--- config.mk ---
export PLATFORM = sky130hd
export DESIGN_NAME = sb_line_tx
export DESIGN_NICKNAME = d
export VERILOG_FILES = /design/src/rtl/sb_line_tx_pkg.sv /design/src/rtl/sb_sat_cnt.sv /design/src/rtl/sb_line_tx.sv
export SDC_FILE = /design/constraint.sdc
export NUM_CORES = 1
export LEC_CHECK = 0
export CAP_MARGIN = 20
export CORE_AREA = 3 3 65 67
export CTS_CLUSTER_SIZE = 28
export DETAILED_ROUTE_END_ITERATION = 8
export DIE_AREA = 0 0 68 70
export PLACE_DENSITY_LB_ADDON = 0.25
export SLEW_MARGIN = 20
export SYNTH_ARGS = -nofsm -noshare
export SYNTH_HDL_FRONTEND = slang
export SYNTH_SLANG_ARGS = --single-unit
--- constraint.sdc ---
create_clock -name sb_clk -period 2.55 [get_ports sb_clk]
set_input_delay 0.3825 -clock sb_clk [delete_from_list [all_inputs] [get_ports sb_clk]]
set_output_delay 0.3825 -clock sb_clk [all_outputs]
set_load 0.05 [all_outputs]
--- src/rtl/sb_line_tx_pkg.sv ---
// Shared sideband TX definitions: line-state encodings, default timing
// parameters and a counter-width helper.
package sb_line_tx_pkg;

    typedef enum logic [2:0] {
        ST_DISC  = 3'd0,
        ST_CONN  = 3'd1,
        ST_IDLE  = 3'd2,
        ST_START = 3'd3,
        ST_DATA  = 3'd4,
        ST_STOP  = 3'd5
    } sb_state_e;

    localparam int DEF_TDISCONNECT_TX = 50000;
    localparam int DEF_TCONNECT_TX    = 25;
    localparam int DEF_BIT_CYCLES     = 1;

    // Width needed to hold 0..max; never narrower than one bit.
    function automatic int cnt_width(input int max);
        return (max < 1) ? 1 : $clog2(max + 1);
    endfunction

endpackage

--- src/rtl/sb_sat_cnt.sv ---
// Saturating up-counter with synchronous clear and enable; flags when it
// sits at MAX.
module sb_sat_cnt
    import sb_line_tx_pkg::*;
#(
    parameter int MAX = 1
) (
    input  logic sb_clk,
    input  logic rst,
    input  logic clr,
    input  logic en,
    output logic at_max
);

    localparam int             W     = cnt_width(MAX);
    localparam logic [W-1:0]   MAX_V = W'(MAX);

    logic [W-1:0] count;

    // NOTE: sequential state uses non-blocking assignments so every flop samples pre-edge values.
    always_ff @(posedge sb_clk) begin
        if (rst || clr) begin
            count <= '0;
        end else if (en && (count != MAX_V)) begin
            count <= count + W'(1);
        end
    end

    assign at_max = (count == MAX_V);

endmodule

--- src/rtl/sb_line_tx.sv ---
// Sideband transmitter: owns SBTX, enforces the disconnect/connect timing and
// serialises bytes as start(0), 8 data bits LSB-first, stop(1).
module sb_line_tx
    import sb_line_tx_pkg::*;
#(
    parameter int TDISCONNECT_TX = DEF_TDISCONNECT_TX,
    parameter int TCONNECT_TX    = DEF_TCONNECT_TX,
    parameter int BIT_CYCLES     = DEF_BIT_CYCLES
) (
    input  logic       sb_clk,
    input  logic       rst,
    input  logic       sb_enable,
    input  logic [7:0] tx_data,
    input  logic       tx_valid,
    output logic       tx_ready,
    output logic       sbtx,
    output logic       disconnected_s,
    output logic       tdisconnect_tx_min,
    output logic       tx_busy
);

    localparam int           BW       = cnt_width(BIT_CYCLES - 1);
    localparam logic [BW-1:0] BIT_LAST = BW'(BIT_CYCLES - 1);

    sb_state_e     state;
    logic [7:0]    shift_reg;
    logic [BW-1:0] bit_cnt;
    logic [2:0]    bit_idx;
    logic          bit_end;
    logic          dis_clr;
    logic          dis_at_max;
    logic          conn_at_max;

    assign tx_ready = (state == ST_IDLE) && sb_enable;
    assign bit_end  = (bit_cnt == BIT_LAST);

    // Clearing on the exit edge too means a quick CONN->DISC bounce can never
    // see a stale minimum flag and reconnect early.
    assign dis_clr = (state != ST_DISC) || (sb_enable && tdisconnect_tx_min);

    sb_sat_cnt #(.MAX(TDISCONNECT_TX)) u_dis_cnt (
        .sb_clk (sb_clk),
        .rst    (rst),
        .clr    (dis_clr),
        .en     (state == ST_DISC),
        .at_max (dis_at_max)
    );

    sb_sat_cnt #(.MAX(TCONNECT_TX - 1)) u_conn_cnt (
        .sb_clk (sb_clk),
        .rst    (rst),
        .clr    (state != ST_CONN),
        .en     (state == ST_CONN),
        .at_max (conn_at_max)
    );

    always_ff @(posedge sb_clk) begin
        if (rst) begin
            state              <= ST_DISC;
            sbtx               <= 1'b0;
            disconnected_s     <= 1'b1;
            tdisconnect_tx_min <= 1'b0;
            tx_busy            <= 1'b0;
            shift_reg          <= '0;
            bit_cnt            <= '0;
            bit_idx            <= '0;
        end else begin
            tdisconnect_tx_min <= dis_at_max && !dis_clr;
            case (state)
                ST_DISC: begin
                    if (sb_enable && tdisconnect_tx_min) begin
                        state          <= ST_CONN;
                        sbtx           <= 1'b1;
                        disconnected_s <= 1'b0;
                    end
                end
                ST_CONN, ST_IDLE: begin
                    if (!sb_enable) begin
                        state          <= ST_DISC;
                        sbtx           <= 1'b0;
                        disconnected_s <= 1'b1;
                    end else if (state == ST_CONN) begin
                        if (conn_at_max) state <= ST_IDLE;
                    end else if (tx_valid) begin
                        state     <= ST_START;
                        sbtx      <= 1'b0;
                        tx_busy   <= 1'b1;
                        shift_reg <= tx_data;
                        bit_cnt   <= '0;
                    end
                end
                ST_START: begin
                    bit_cnt <= bit_end ? '0 : bit_cnt + BW'(1);
                    if (bit_end) begin
                        state     <= ST_DATA;
                        sbtx      <= shift_reg[0];
                        shift_reg <= {1'b0, shift_reg[7:1]};
                        bit_idx   <= '0;
                    end
                end
                ST_DATA: begin
                    bit_cnt <= bit_end ? '0 : bit_cnt + BW'(1);
                    if (bit_end) begin
                        if (bit_idx == 3'd7) begin
                            state <= ST_STOP;
                            sbtx  <= 1'b1;
                        end else begin
                            sbtx      <= shift_reg[0];
                            shift_reg <= {1'b0, shift_reg[7:1]};
                            bit_idx   <= bit_idx + 3'd1;
                        end
                    end
                end
                ST_STOP: begin
                    bit_cnt <= bit_end ? '0 : bit_cnt + BW'(1);
                    if (bit_end) begin
                        tx_busy <= 1'b0;
                        if (sb_enable) begin
                            state <= ST_IDLE;
                        end else begin
                            state          <= ST_DISC;
                            sbtx           <= 1'b0;
                            disconnected_s <= 1'b1;
                        end
                    end
                end
                default: begin
                    state          <= ST_DISC;
                    sbtx           <= 1'b0;
                    disconnected_s <= 1'b1;
                    tx_busy        <= 1'b0;
                end
            endcase
        end
    end

endmodule
# Word level (Yosys, flattened, before mapping)
# Index checks and enable logic that the tools add are counted.
[totals]
inputBits = 12
elab_cells = 110
out_inout_bits = 5
reg_bits = 40
[classes]
n_reduce_logical = 25
add_sub_neg = 4
eq_ne = 25
n_mux = 44
bitwise = 2
[op_table]
columns = ["op", "count"]
rows = [
  ["2-to-1 mux 8 bit", 6],
  ["2-to-1 mux 3 bit", 12],
  ["one-hot mux 8 bit (3 select lines)", 1],
  ["AND reduction 7 bit", 3],
  ["!= test 2 bit (second input constant)", 10],
  ["2-to-1 mux 1 bit", 18],
  ["adder 16 x 1 -> 16 bit (second input constant)", 1],
  ["== test 16 bit (second input constant)", 1],
  ["!= test 16 bit (second input constant)", 1],
  ["one-hot mux 3 bit (5 select lines)", 1],
  ["== test 3 bit (second input constant)", 3],
  ["AND reduction 4 bit", 2],
  ["== test 3 x 2 -> 1 bit (second input constant)", 2],
  ["!= test 3 bit (second input constant)", 2],
  ["one-hot mux 3 bit (2 select lines)", 1],
  ["nonzero test 3 bit", 2],
  ["OR reduction 3 bit", 2],
  ["adder 5 x 1 -> 5 bit (second input constant)", 1],
  ["== test 5 bit (second input constant)", 1],
  ["logical AND 1 bit", 5],
  ["!= test 5 bit (second input constant)", 1],
  ["one-hot mux 1 bit (5 select lines)", 1],
  ["AND reduction 5 bit", 1],
  ["!= test 4 x 3 -> 1 bit (second input constant)", 1],
  ["16 further kinds", 21],
]

# Longest topological paths before layout
[depth]
word_depth = 5
ltp_mapped = 7
depth_no_buf = 6

# By module
# Synthesis repeated with hierarchy kept, for this count alone.
[unflattened]
cells_unflattened = 244
hier_area_um2 = 2138.3
[modules_own_cells]
columns = ["mod", "cells_per_inst", "n_inst", "area_each_um2"]
rows = [
  ["sb_line_tx", 119, 1, 1033.5],
  ["sb_sat_cnt at u_dis_cnt", 97, 1, 814.5],
  ["sb_sat_cnt at u_conn_cnt", 28, 1, 290.3],
]

# Worst setup path after synthesis
# No wires, ideal clock.
[synth_timing]
kind = "register to register"
from = "reg bit_idx[0]"
to = "reg shift_reg[5]"
arrival_ps = 1823
path_slack_ps = 642
required_ps = 2464
stages_incl_launch_ff = 8
setup_time_ps = 86
path_buffers = 1
period_less_slack_ps = 1908
path_cell_list = "dfxtp_1 -> ha_1 -> ha_1 -> or4b_1 -> o21ai_2 -> buf_2 -> nor2_1 -> a211oi_1"
[synth_via]
elab_chain_cells = 3
[synth_lines]
columns = ["item", "line_no", "source"]
rows = [
  ["start, declared", "sb_line_tx.sv:28", "logic [2:0] bit_idx;"],
  ["start signal, assigned", "sb_line_tx.sv:110", "bit_idx <= bit_idx + 3'd1;"],
  ["== test 3 bit", "sb_line_tx.sv:104", "if (bit_idx == 3'd7) begin"],
  ["!= test 2 bit (no line)", "--", ""],
  ["AND reduction 7 bit (no line)", "--", ""],
  ["end signal, assigned", "sb_line_tx.sv:88", "shift_reg <= tx_data;"],
  ["end signal, assigned", "sb_line_tx.sv:97", "shift_reg <= {1'b0, shift_reg[7:1]};"],
  ["end signal, assigned", "sb_line_tx.sv:109", "shift_reg <= {1'b0, shift_reg[7:1]};"],
  ["end, declared", "sb_line_tx.sv:26", "logic [7:0] shift_reg;"],
]
# No other way between the ends.
# A chain may end at the register's enable or synchronous reset.

# Worst setup path after layout
[layout_timing]
from = "reg bit_idx[0]"
to = "reg shift_reg[2]"
# The elaborated chain is that of the path after synthesis.

==> summary.txt <==
Global route
  – First-pass GRT wire length: ~7.7 mm
  – Gr usage total: between 20% and 30%
  – Largest net degree at the start of global routing: 18
  – Number of global-route vias before repair: 1690
  – Antenna violations before repair: 0
  – Total grt overflow: 0

Critical path
  – Crit path top cell by count: ha_1
  – Worst path bufs/invs: 0
  – Critical Path Start: bit_idx[0]
  – Critical Path, Cell by Cell: ha_1, ha_1, or4b_1, o21ai_2, nor2_1, a211oi_1
  – Worst R2R Start: bit_idx[0]
  – Req. time, crit path: around 2.8 ns
  – Critical path data arrival time: between 2 and 2.5 ns
  – CP max stage delay: ~0.59 ns
  – Critical path class: register to register
  – Critical path's top delay family: simple AND/OR/NAND/NOR gates
  – Crit. End Element: register
  – Critical path's slowest cell: or4b_1
  – Critical path launch point type: register
  – Critical Path Fanout Max: 15

Cells and area
  – Fin area: ~2400 um2
  – Final nets: approximately 280
  – Number of flip-flops in the largest register: 16
  – Layout area overhead: 13.8%
  – Ant. Diodes: 0
  – Core Util, Final: between 60 and 70%
  – Finished Layout Cells: 306
  – Layout cells sized above 1: ~8.5%
  – Number of fill cells: about 340

Floorplanning
  – CORE AREA: 3690 um2
  – Die ar.: approximately 4800 um2
  – I/O pin cnt: 17
  – Initial Util: a little under three fifths
  – Chip width: 68 um
  – Die Ht: about 70 um
  – Rows: 22

Clock tree
  – CTS root buffer: clkbuf_8
  – Clock transition at path regs: roughly 0.08 ns
  – CTS sink count: 39
  – Clock latency at the later pin of the worst-skew pair: 0.30 ns
  – CTS buffer count: 5
  – Clock buffer depth: 2
  – Setup bufs post-CTS: 0
  – Post-cts resize count: 0
  – CTS tree: built
  – H-tree Lvls: 2
  – Hold_buf cts: 0

Logic synthesis
  – Ys Warns: 0
  – Area contributors post-synth: dfxtp_1, mux2i_1, a21oi_1
  – EDFF count, synth: 0
  – Most frequent cells after synthesis: dfxtp_1, nor2_1, a21oi_1
  – Synth Area in Adders: around 3.6%
  – Cell taking the most area after synthesis: dfxtp_1
  – Primary FF master, synth: dfxtp_1
  – FF+latch count, synth: 39
  – Mapped cell area: 2070 um2
  – Synth Net Count: 260
  – Post-Syn Instances: between 200 and 250
  – Count leader, synth: dfxtp_1
  – Post-Synth XOR/XNOR Area: between 2 and 2.5%
  – Synth Area in Compound Gates: between 10% and 20%
  – Top-area cell type share of the netlist area: between 30% and 40%
  – Unique masters post-synth: 48
  – Async S/R FF share, synth: 0%
  – Largest family of logic cells by synthesized area: simple AND/OR/NAND/NOR gates
  – Simple-gate share of the synthesized area: slightly below 30%
  – Register area share after synthesis: a little under two fifths
  – Mean Syn Cell Area: between 8 and 9 um2
  – Mux contribution to synthesized area: approximately 6.3%

Timing
  – Setup total negative slack: 0 ns
  – Final worst path period need: about 2.0 ns
  – Hold Fails Final Rpt: 0
  – Min Hold Slack: between 0.5 and 0.6 ns
  – Final Max Tran Viols: 0
  – RSZ-0062 raised after global routing: no
  – Fmax: ~500 MHz
  – Crit share post-route: about four fifths
  – Post-route worst setup slack: around 0.51 ns
  – Slew headroom: between 60 and 70%
  – # setup viols final: 0
  – Actual slew at the worst max-slew pin: about 0.58 ns
  – Clock Skew: approximately 0.0088 ns

Detailed routing
  – Vias per std cell: roughly 6
  – Drt first pass iters: 4
  – Via count: ~1.8k
  – Routed WL: about 4 mm
  – ANT nets after route: 0
  – # DRC: 0
  – Initial DRC count: approximately 110
  – WL per Instance: ~13 um

Status
  – Status: completed

Pwr
  – Power Total: 1.10 mW
  – VDD IR max: roughly 0.40 mV
  – Power Density: roughly 470 nW/um2
  – Leak: around 0.84 nW

Place
  – Area after DPL: 2260 um2
  – Post-DP HPWL: ~3.0 mm
  – Placed cells: 298
  – GPL Wtd Cong: around 0.83
  – DP Worst Slack: 0.535 ns
  – I/O Buffers: 16

Worst hold path
  – HP Class: register to register
  – Hold wc startpoint: u_dis_cnt.count[15]

Run
  – Max cap viols: 0
path summary, 6_finish.rpt:
kind                               to  slack, ns  cells after the start
setup / recovery         shift_reg[2]       0.51                      6
hold reg to reg   u_dis_cnt.count[15]       0.50                      2
hold / removal    u_dis_cnt.count[15]       0.50                      2
setup reg to reg         shift_reg[2]       0.51                      6
cell type report:
type	instances	area, um2	share of cell area (%)
Multi-Input combinational cell	179	1190	50.3
Sequential cell	39	781	33.1
Timing Repair Buffer	21	195	8.28
Clock buffer	5	68.8	2.92
Tap cell	48	60.1	2.55
Inverter	11	41.3	1.75
Clock inverter	3	23.8	1.01
metal layers:
layer	vias up	part of all wire [%]	GRT usage, %
met5	-	0	0
met4	0	2.1	7.73
met3	11	3.0	4.34
met2	35	46	29.7
met1	813	49	28.7
li1	932	-	-
worst min-delay path, stage by stage (launching register included):
cell     delay, ns
dfxtp_1       0.33
o21ai_0       0.07
a21oi_1       0.06
placed cells by master, fill, tap and decap left out, types with 4 or more instances in the layout:
master           netlist  final
dfxtp_1               39     39
nor2_1                25     25
a21oi_1               19     19
clkdlybuf4s50_1        0     15
nand2_1               13     13
nand3_1               13     13
mux2i_1               12     12
inv_1                 11     11
a211oi_1               9      9
o21ai_0                8      8
or4_1                  7      7
or3_1                  7      7
o31ai_1                6      6
ha_1                   6      6
buf_4                  0      6
clkbuf_8               0      5
nor3_1                 4      4
and4_1                 4      4
nor4_1                 4      4
nand4_1                4      4
report_power, final:
| group | switching, mW | internal, mW | leakage, nW |
|---|---|---|---|
| combinational | 0.0305 | 0.0307 | 0.488 |
| sequential | 0.00549 | 0.613 | 0.315 |
| clock | 0.229 | 0.195 | 0.0408 |
| total | 0.265 | 0.839 | 0.844 |
cell families after synthesis:
family,after synthesis
DFF,39
xor gates and xnor gates,5
muxes,13
adders and majority gates,6
AOI/OAI and AO/OA,53
buffers and inverters,24
and+or+nand+nor,102
(Power assumes the default switching activity.)
